--- config.mk ---
export PLATFORM = sky130hd
export DESIGN_NAME = id_ex_operand_stage
export DESIGN_NICKNAME = d
export VERILOG_FILES = /design/src/rtl/id_ex_operand_stage.sv
export SDC_FILE = /design/constraint.sdc
export NUM_CORES = 1
export LEC_CHECK = 0
export ABC_CLOCK_PERIOD_IN_PS = 3900
export CAP_MARGIN = 20
export CORE_MARGIN = 10
export CORE_UTILIZATION = 48
export DETAILED_ROUTE_END_ITERATION = 10
export PLACE_DENSITY = 0.95
export SLEW_MARGIN = 20
export SYNTH_ARGS = -nofsm -noshare
export SYNTH_HDL_FRONTEND = slang
export SYNTH_SLANG_ARGS = --single-unit
export TNS_END_PERCENT = 50
--- constraint.sdc ---
create_clock -name clk_i -period 3.9 [get_ports clk_i]
set_input_delay 0.39 -clock clk_i [delete_from_list [all_inputs] [get_ports clk_i]]
set_output_delay 0.39 -clock clk_i [all_outputs]
set_load 0.02 [all_outputs]
--- src/rtl/id_ex_operand_stage.sv ---
`default_nettype none
// ============================================================================
//  Module      : id_ex_operand_stage
//  Description : ID/EX pipeline register with operand forwarding and
//                load-use hazard detection, feeding the ALU.
//                Optional macro ID_EX_WB_BYPASS_EN: capture MEM/WB data at
//                ID/EX load for register files without write-before-read.
//  Revision    : 1.0 - initial release
// ============================================================================
module id_ex_operand_stage #(
    parameter int XLEN = 32,
    parameter int RA_W = 5
) (
    input  logic            clk_i,
    input  logic            rst_i,
    input  logic            id_valid_i,
    input  logic [XLEN-1:0] id_rs1_data_i,
    input  logic [XLEN-1:0] id_rs2_data_i,
    input  logic [XLEN-1:0] id_imm_i,
    input  logic [RA_W-1:0] id_rs1_addr_i,
    input  logic [RA_W-1:0] id_rs2_addr_i,
    input  logic [RA_W-1:0] id_rd_addr_i,
    input  logic            id_uses_rs2_i,
    input  logic [2:0]      id_alu_ctrl_i,
    input  logic            id_alu_src_i,
    input  logic            id_reg_write_i,
    input  logic            id_mem_read_i,
    input  logic            id_mem_write_i,
    input  logic            id_mem_to_reg_i,
    input  logic            flush_i,
    input  logic            mem_stall_i,
    input  logic            exmem_reg_write_i,
    input  logic [RA_W-1:0] exmem_rd_addr_i,
    input  logic [XLEN-1:0] exmem_data_i,
    input  logic            memwb_reg_write_i,
    input  logic [RA_W-1:0] memwb_rd_addr_i,
    input  logic [XLEN-1:0] memwb_data_i,
    output logic [XLEN-1:0] alu_data1_o,
    output logic [XLEN-1:0] alu_data2_o,
    output logic [2:0]      alu_ctrl_o,
    output logic [XLEN-1:0] ex_store_data_o,
    output logic [RA_W-1:0] ex_rd_addr_o,
    output logic            ex_valid_o,
    output logic            ex_reg_write_o,
    output logic            ex_mem_read_o,
    output logic            ex_mem_write_o,
    output logic            ex_mem_to_reg_o,
    output logic            load_use_stall_o
);

    localparam logic [RA_W-1:0] c_x0 = '0;

    logic            r_valid;
    logic [XLEN-1:0] r_rs1_data;
    logic [XLEN-1:0] r_rs2_data;
    logic [XLEN-1:0] r_imm;
    logic [RA_W-1:0] r_rs1_addr;
    logic [RA_W-1:0] r_rs2_addr;
    logic [RA_W-1:0] r_rd_addr;
    logic [2:0]      r_alu_ctrl;
    logic            r_alu_src;
    logic            r_reg_write;
    logic            r_mem_read;
    logic            r_mem_write;
    logic            r_mem_to_reg;

    logic            w_exmem_hit1;
    logic            w_exmem_hit2;
    logic            w_memwb_hit1;
    logic            w_memwb_hit2;
    logic [XLEN-1:0] w_fwd_rs1;
    logic [XLEN-1:0] w_fwd_rs2;
    logic [XLEN-1:0] w_cap_rs1;
    logic [XLEN-1:0] w_cap_rs2;
    logic            w_load_use;
    logic            w_clear;

    // Forwarding matches on the registered source addresses; x0 never matches.
    assign w_exmem_hit1 = exmem_reg_write_i && (exmem_rd_addr_i != c_x0) &&
                          (exmem_rd_addr_i == r_rs1_addr);
    assign w_exmem_hit2 = exmem_reg_write_i && (exmem_rd_addr_i != c_x0) &&
                          (exmem_rd_addr_i == r_rs2_addr);
    assign w_memwb_hit1 = memwb_reg_write_i && (memwb_rd_addr_i != c_x0) &&
                          (memwb_rd_addr_i == r_rs1_addr);
    assign w_memwb_hit2 = memwb_reg_write_i && (memwb_rd_addr_i != c_x0) &&
                          (memwb_rd_addr_i == r_rs2_addr);

    always_comb begin
        w_fwd_rs1 = r_rs1_data;
        if (w_exmem_hit1)
            w_fwd_rs1 = exmem_data_i;
        else if (w_memwb_hit1)
            w_fwd_rs1 = memwb_data_i;

        w_fwd_rs2 = r_rs2_data;
        if (w_exmem_hit2)
            w_fwd_rs2 = exmem_data_i;
        else if (w_memwb_hit2)
            w_fwd_rs2 = memwb_data_i;
    end

`ifdef ID_EX_WB_BYPASS_EN
    assign w_cap_rs1 = (memwb_reg_write_i && (memwb_rd_addr_i != c_x0) &&
                        (memwb_rd_addr_i == id_rs1_addr_i)) ? memwb_data_i : id_rs1_data_i;
    assign w_cap_rs2 = (memwb_reg_write_i && (memwb_rd_addr_i != c_x0) &&
                        (memwb_rd_addr_i == id_rs2_addr_i)) ? memwb_data_i : id_rs2_data_i;
`else
    assign w_cap_rs1 = id_rs1_data_i;
    assign w_cap_rs2 = id_rs2_data_i;
`endif

    assign w_load_use = id_valid_i && r_valid && r_mem_read && (r_rd_addr != c_x0) &&
                        ((r_rd_addr == id_rs1_addr_i) ||
                         (id_uses_rs2_i && (r_rd_addr == id_rs2_addr_i))) &&
                        !flush_i && !mem_stall_i;

    // Load-use is already suppressed under flush/stall, so one clear term keeps priority.
    assign w_clear = rst_i || flush_i || w_load_use;

    always_ff @(posedge clk_i) begin
        if (w_clear) begin
            r_valid      <= 1'b0;
            r_rs1_data   <= '0;
            r_rs2_data   <= '0;
            r_imm        <= '0;
            r_rs1_addr   <= '0;
            r_rs2_addr   <= '0;
            r_rd_addr    <= '0;
            r_alu_ctrl   <= 3'b000;
            r_alu_src    <= 1'b0;
            r_reg_write  <= 1'b0;
            r_mem_read   <= 1'b0;
            r_mem_write  <= 1'b0;
            r_mem_to_reg <= 1'b0;
        end else if (mem_stall_i) begin
            // Refresh operands so a value retiring from MEM/WB during the stall survives.
            r_rs1_data <= w_fwd_rs1;
            r_rs2_data <= w_fwd_rs2;
        end else begin
            r_valid      <= id_valid_i;
            r_rs1_data   <= w_cap_rs1;
            r_rs2_data   <= w_cap_rs2;
            r_imm        <= id_imm_i;
            r_rs1_addr   <= id_rs1_addr_i;
            r_rs2_addr   <= id_rs2_addr_i;
            r_rd_addr    <= id_rd_addr_i;
            r_alu_ctrl   <= id_alu_ctrl_i;
            r_alu_src    <= id_alu_src_i;
            r_reg_write  <= id_reg_write_i;
            r_mem_read   <= id_mem_read_i;
            r_mem_write  <= id_mem_write_i;
            r_mem_to_reg <= id_mem_to_reg_i;
        end
    end

    assign alu_data1_o      = w_fwd_rs1;
    assign alu_data2_o      = r_alu_src ? r_imm : w_fwd_rs2;
    assign alu_ctrl_o       = r_alu_ctrl;
    assign ex_store_data_o  = w_fwd_rs2;
    assign ex_rd_addr_o     = r_rd_addr;
    assign ex_valid_o       = r_valid;
    assign ex_reg_write_o   = r_reg_write;
    assign ex_mem_read_o    = r_mem_read;
    assign ex_mem_write_o   = r_mem_write;
    assign ex_mem_to_reg_o  = r_mem_to_reg;
    assign load_use_stall_o = w_load_use;

endmodule
`default_nettype wire

# == Word level (Yosys, flattened, before mapping) ==
# Cells that the tools add are included.
# op_classes
mux,7
n_eq_ne,6
n_reduce_logical,21
# ops
cell,count
$mux W32,7
$eq A5 B5 Y1,6
$reduce_bool A5 Y1,3
$logic_and A1 B1 Y1,13
$logic_or A1 B1 Y1,3
$logic_not A1 Y1,2
# word_totals
input_bits,201
reg_bits,120
word_cells,47
out_inout_bits,110

# == Depth between registers and ports, before layout ==
# depth
word_depth,7
ltp_mapped,8
ltp_nobuf,5

# == Worst setup path after synthesis ==
# OpenSTA, ideal clock, no wires.
# synth_path
path_type,input to output
start,input memwb_rd_addr_i[1]
end,output alu_data2_o[10]
path_buffers,1
cell_stages,6
path_slack_ns,1.322
arrival_ns,2.188
required_time_ns,3.510
path_cell_list,or4_4 o21ai_2 buf_2 o31ai_1 a31oi_1 mux2_2
# synth_between
elab_chain_cells,6
word_cells_on_any_way,7
classes_between,eq/ne (1); mux (3); reduce/logical (3)
# synth_lines
element,line,source
from (decl),36,"input logic [RA_W-1:0] memwb_rd_addr_i,"
$reduce_bool A5 Y1,85,assign w_memwb_hit2 = memwb_reg_write_i && (memwb_rd_addr_i != c_x0) &&
$logic_and A1 B1 Y1,85,
$logic_and A1 B1 Y1 *,85,
$mux W32 *,98,else if (w_memwb_hit2)
$mux W32 *,96,if (w_exmem_hit2)
net ex_store_data_o[10],41,"output logic [XLEN-1:0] ex_store_data_o,"
$mux W32 *,157,assign alu_data2_o = r_alu_src ? r_imm : w_fwd_rs2;
to (decl),39,"output logic [XLEN-1:0] alu_data2_o,"
# Mark *: on every way through the listed nets, which the timed path passes. The rest lies on a longest branch.

# == Final worst setup path ==
# layout_path
start,input memwb_rd_addr_i[1]
end,output alu_data2_o[5]
# layout_between
elab_chain_cells,6
word_cells_on_any_way,7
classes_between,eq/ne (1); mux (3); reduce/logical (3)
# layout_lines
element,line
$reduce_bool A5 Y1,85
$logic_and A1 B1 Y1,85
$logic_and A1 B1 Y1 *,85
$mux W32 *,98
$mux W32 *,96
$mux W32 *,157
# Every way passes the cells marked *; elsewhere a longest branch is shown, timed or not.

==> out/metrics.cfg <==
[outcome]
status = finished clean

[cts]
post-cts-setup-buffers = 0
root_buffer = clkbuf_16
clk-insertion-delay-late_ns = 0.43
cts_resized = 0
cts_sinks = 120
cts_made_buffers = 17
clk_path_buf_depth = 2
clkTransAtPathRegs_ns = 0.06
cts_tree = done
htree_num_levels = 4
ctsHoldBuffers = 0

[placed_design]
io_buffers = 310
post_dp_cell_area_um2 = 11000
hpwl_mm = 22.9
dp_slack_ns = 0.105
gp_congestion = 0.900

[hold_path]
hp-class = reg -> reg
min-delay-start = r_imm[28]$_SDFFE_PP0N_
whs_path_depth = 2
worst_hold_path.endpoint = r_imm[28]$_SDFFE_PP0N_

[global_routing]
grt_pass1_wl_mm = 50.1
antenna_found_initial = 0
overflow = 0
gr-usage-all-layers_pct = 28.5
grt_pass1_vias = 9043
grt_max_degree = 101

[synth]
synth_top_flop_cell = dfxtp_1
synth_area_leader_cell = dfxtp_1
yosysSeqAreaShare_pct = 31.0
avgSynthCellArea_um2 = 8.57
ys_seq_elements = 120
netlist_area_um2 = 7750
yosys_warnings = 0
synth-async-reset-ratio_pct = 0
synth_top_area_share_pct = 31.0
synth_area_leaders = dfxtp_1, mux2i_1, a31oi_1
synth_fp_nets = 1105
syn_inst = 904
synth_edf_count = 0
synth_cell_types = 42

[flow_run]
max_cap_violations = 0

[routing]
num_vias = 8898
vias_per_cell = 6.41
drt_pass1_iterations = 7
drcViolationCount = 0
wl_mm = 33.2
wl_per_cell_um = 23.9
drt_iter0_drc = 995
ant_nets = 0

[layout]
diodes = 0
fin_area_um2 = 11600
area_growth_pct = 49.7
final_core_util_pct = 73.3
nets = 1360
drive_gt1_share_pct = 11.9

[timing]
fmax_mhz = 263
tightest_slew_ns = 1.01
tns_ns = 0
layout_min_cycle_time_ns = 3.80
fin_worst_skew_ns = 0.0141
setup_slack_ns = 0.0984
rsz0062_at_grt = no
setup_viol = 0
finalMaxSlewViolations = 0
fin_crit_sh_pct = 97.5
hold_violations = 0
slew_headroom_pct = 32.7

[power_and_ir_drop]
leakage_nw = 4.30
power_w = 0.00374
ir_drop_v = 0.000295
power_density_nw_per_um2 = 322

[worst_setup_path]
arrival_ns = 3.41
slowest_stage = or4_4
end_kind = primary output
reg2reg_depth = 6
crit_start = memwb_rd_addr_i[1]
cp_max_fo = 8
critPathBufInv = 3
path_cells = clkdlybuf4s50_1, or4_4, o21ai_4, buf_4, o31ai_1, a31oi_1, mux2_2, clkdlybuf4s50_1
r2r_start = ex_rd_addr_o[3]$_SDFFE_PP0N_
crit_required_ns = 3.51
crit_path_max_incr_delay_ns = 0.64
crit_type = in -> out
critical-path-top-delay-family = buffers and inverters
cp_common_cell = clkdlybuf4s50_1
crit_path_start_kind = input pin
reg2reg_slack_ns = 1.62
reg2reg_to = r_rs2_data[13]$_SDFF_PP0_

[floorplanning]
ios = 311
row_count = 46
fp.dieW_um = 147
placeableCoreArea_um2 = 15800
die_area_um2 = 21600
initial_core_util_pct = 49.0
dieHeight_um = 147

## worst register-to-register path: stages (launching register included)
cell	delay, ns
dfxtp_1	0.36
xor2_1	0.18
nor4_1	0.34
a32oi_1	0.23
o41ai_4	0.32
buf_12	0.39
o21ba_2	0.35
## cells by family after synthesis
kind of cell | Yosys count | share of synthesized area (%)
AO/OA/AOI/OAI | 262 | 26.1
XOR/XNOR | 30 | 3.39
buffers and inverters | 135 | 7.09
flip-flops | 120 | 31.0
multiplexers | 88 | 11.9
AND/OR/NAND/NOR | 269 | 20.5
## metal layers
metal / track usage, % / vias up / wire length, µm
met5: 0 / - / 0
met4: 12.9 / 0 / 1310
met3: 7.68 / 124 / 2960
met2: 48.6 / 559 / 16200
met1: 32.7 / 4249 / 12700
li1: - / 3966 / -
## synth_stat cells, drive strengths merged (2+ instances only)
cell and number:
a31oi 64, mux2 32, o311ai 32, mux2i 56, buf 35, a311oi 32, o31ai 32, nand2 33
a21oi 32, inv 33, clkbuf 67, nor3 35, and4 33, xor2 18, nor2b 32, xnor2 12
nand4 33, o31a 32, and2 2, or4 2, dfxtp 120, nor4 2, o21ba 32, nand3b 32
nor2 61
## sequential cells by signal (all words and copies together) (netlist names)
signal and cells:
r_imm 32, ex_mem_read_o 1, r_rs1_addr 5, ex_rd_addr_o 5, ex_reg_write_o 1, r_rs2_addr 5
ex_mem_write_o 1, r_alu_src 1, ex_mem_to_reg_o 1, r_rs2_data 32, r_rs1_data 32, alu_ctrl_o 3
ex_valid_o 1
## power breakdown
group	switching, W	internal, W
sequential	0.0000268	0.00127
combinational	0.000463	0.000442
clock	0.000651	0.000886
total	0.00114	0.00260
## per-stage QoR
step	hold WS (ns)	cells
final	0.495	1388
after global routing	0.526	1388
after CTS	0.498	1387
after detailed placement	0.483	1355
after global placement	0.468	1355
after floorplan	0.458	904
## worst max path at each step
stage / endpoint / slack, ns / cells after the start
2_1_floorplan: alu_data2_o[10] / 1.32 / 6
3_3_place_gp: alu_data2_o[26] / 0.16 / 8
3_5_place_dp: alu_data2_o[26] / 0.10 / 8
4_1_cts: alu_data2_o[26] / 0.09 / 8
5_1_grt: alu_data2_o[7] / 0.04 / 8
6_report: alu_data2_o[5] / 0.1 / 8
## layout make-up
class | instances | area, µm²
clock buffer | 17 | 425
multi-input combinational | 650 | 4870
sequential | 120 | 2400
inverter | 33 | 124
timing repair buffer | 337 | 3360
tap | 216 | 270
clock inverter | 15 | 146
fill | 1093 | 4230
## cell usage in the layout (no fill, tap or decap), types with 2 or more instances in the layout
cell type,netlist,layout
nand4_2,8,8
o21ba_2,22,22
nand3b_1,32,32
o31ai_1,32,32
and4_1,33,32
a311oi_1,32,32
o31a_1,32,32
nor4_1,2,2
nor2_1,61,60
xor2_1,18,18
a31oi_1,64,63
a21oi_1,32,32
clkbuf_16,0,17
inv_6,0,3
buf_4,0,23
buf_12,0,4
clkinv_4,0,6
xnor2_1,12,12
clkinvlp_4,0,5
clkdlybuf4s50_1,0,309
inv_1,32,32
nand2_1,33,33
nor2b_1,32,32
dfxtp_1,120,119
mux2_2,32,32
nor3_1,34,34
o21ba_1,10,10
o311ai_1,32,32
mux2i_1,56,56
nand4_1,25,25
Note: power is estimated with default switching activity, not from simulation.
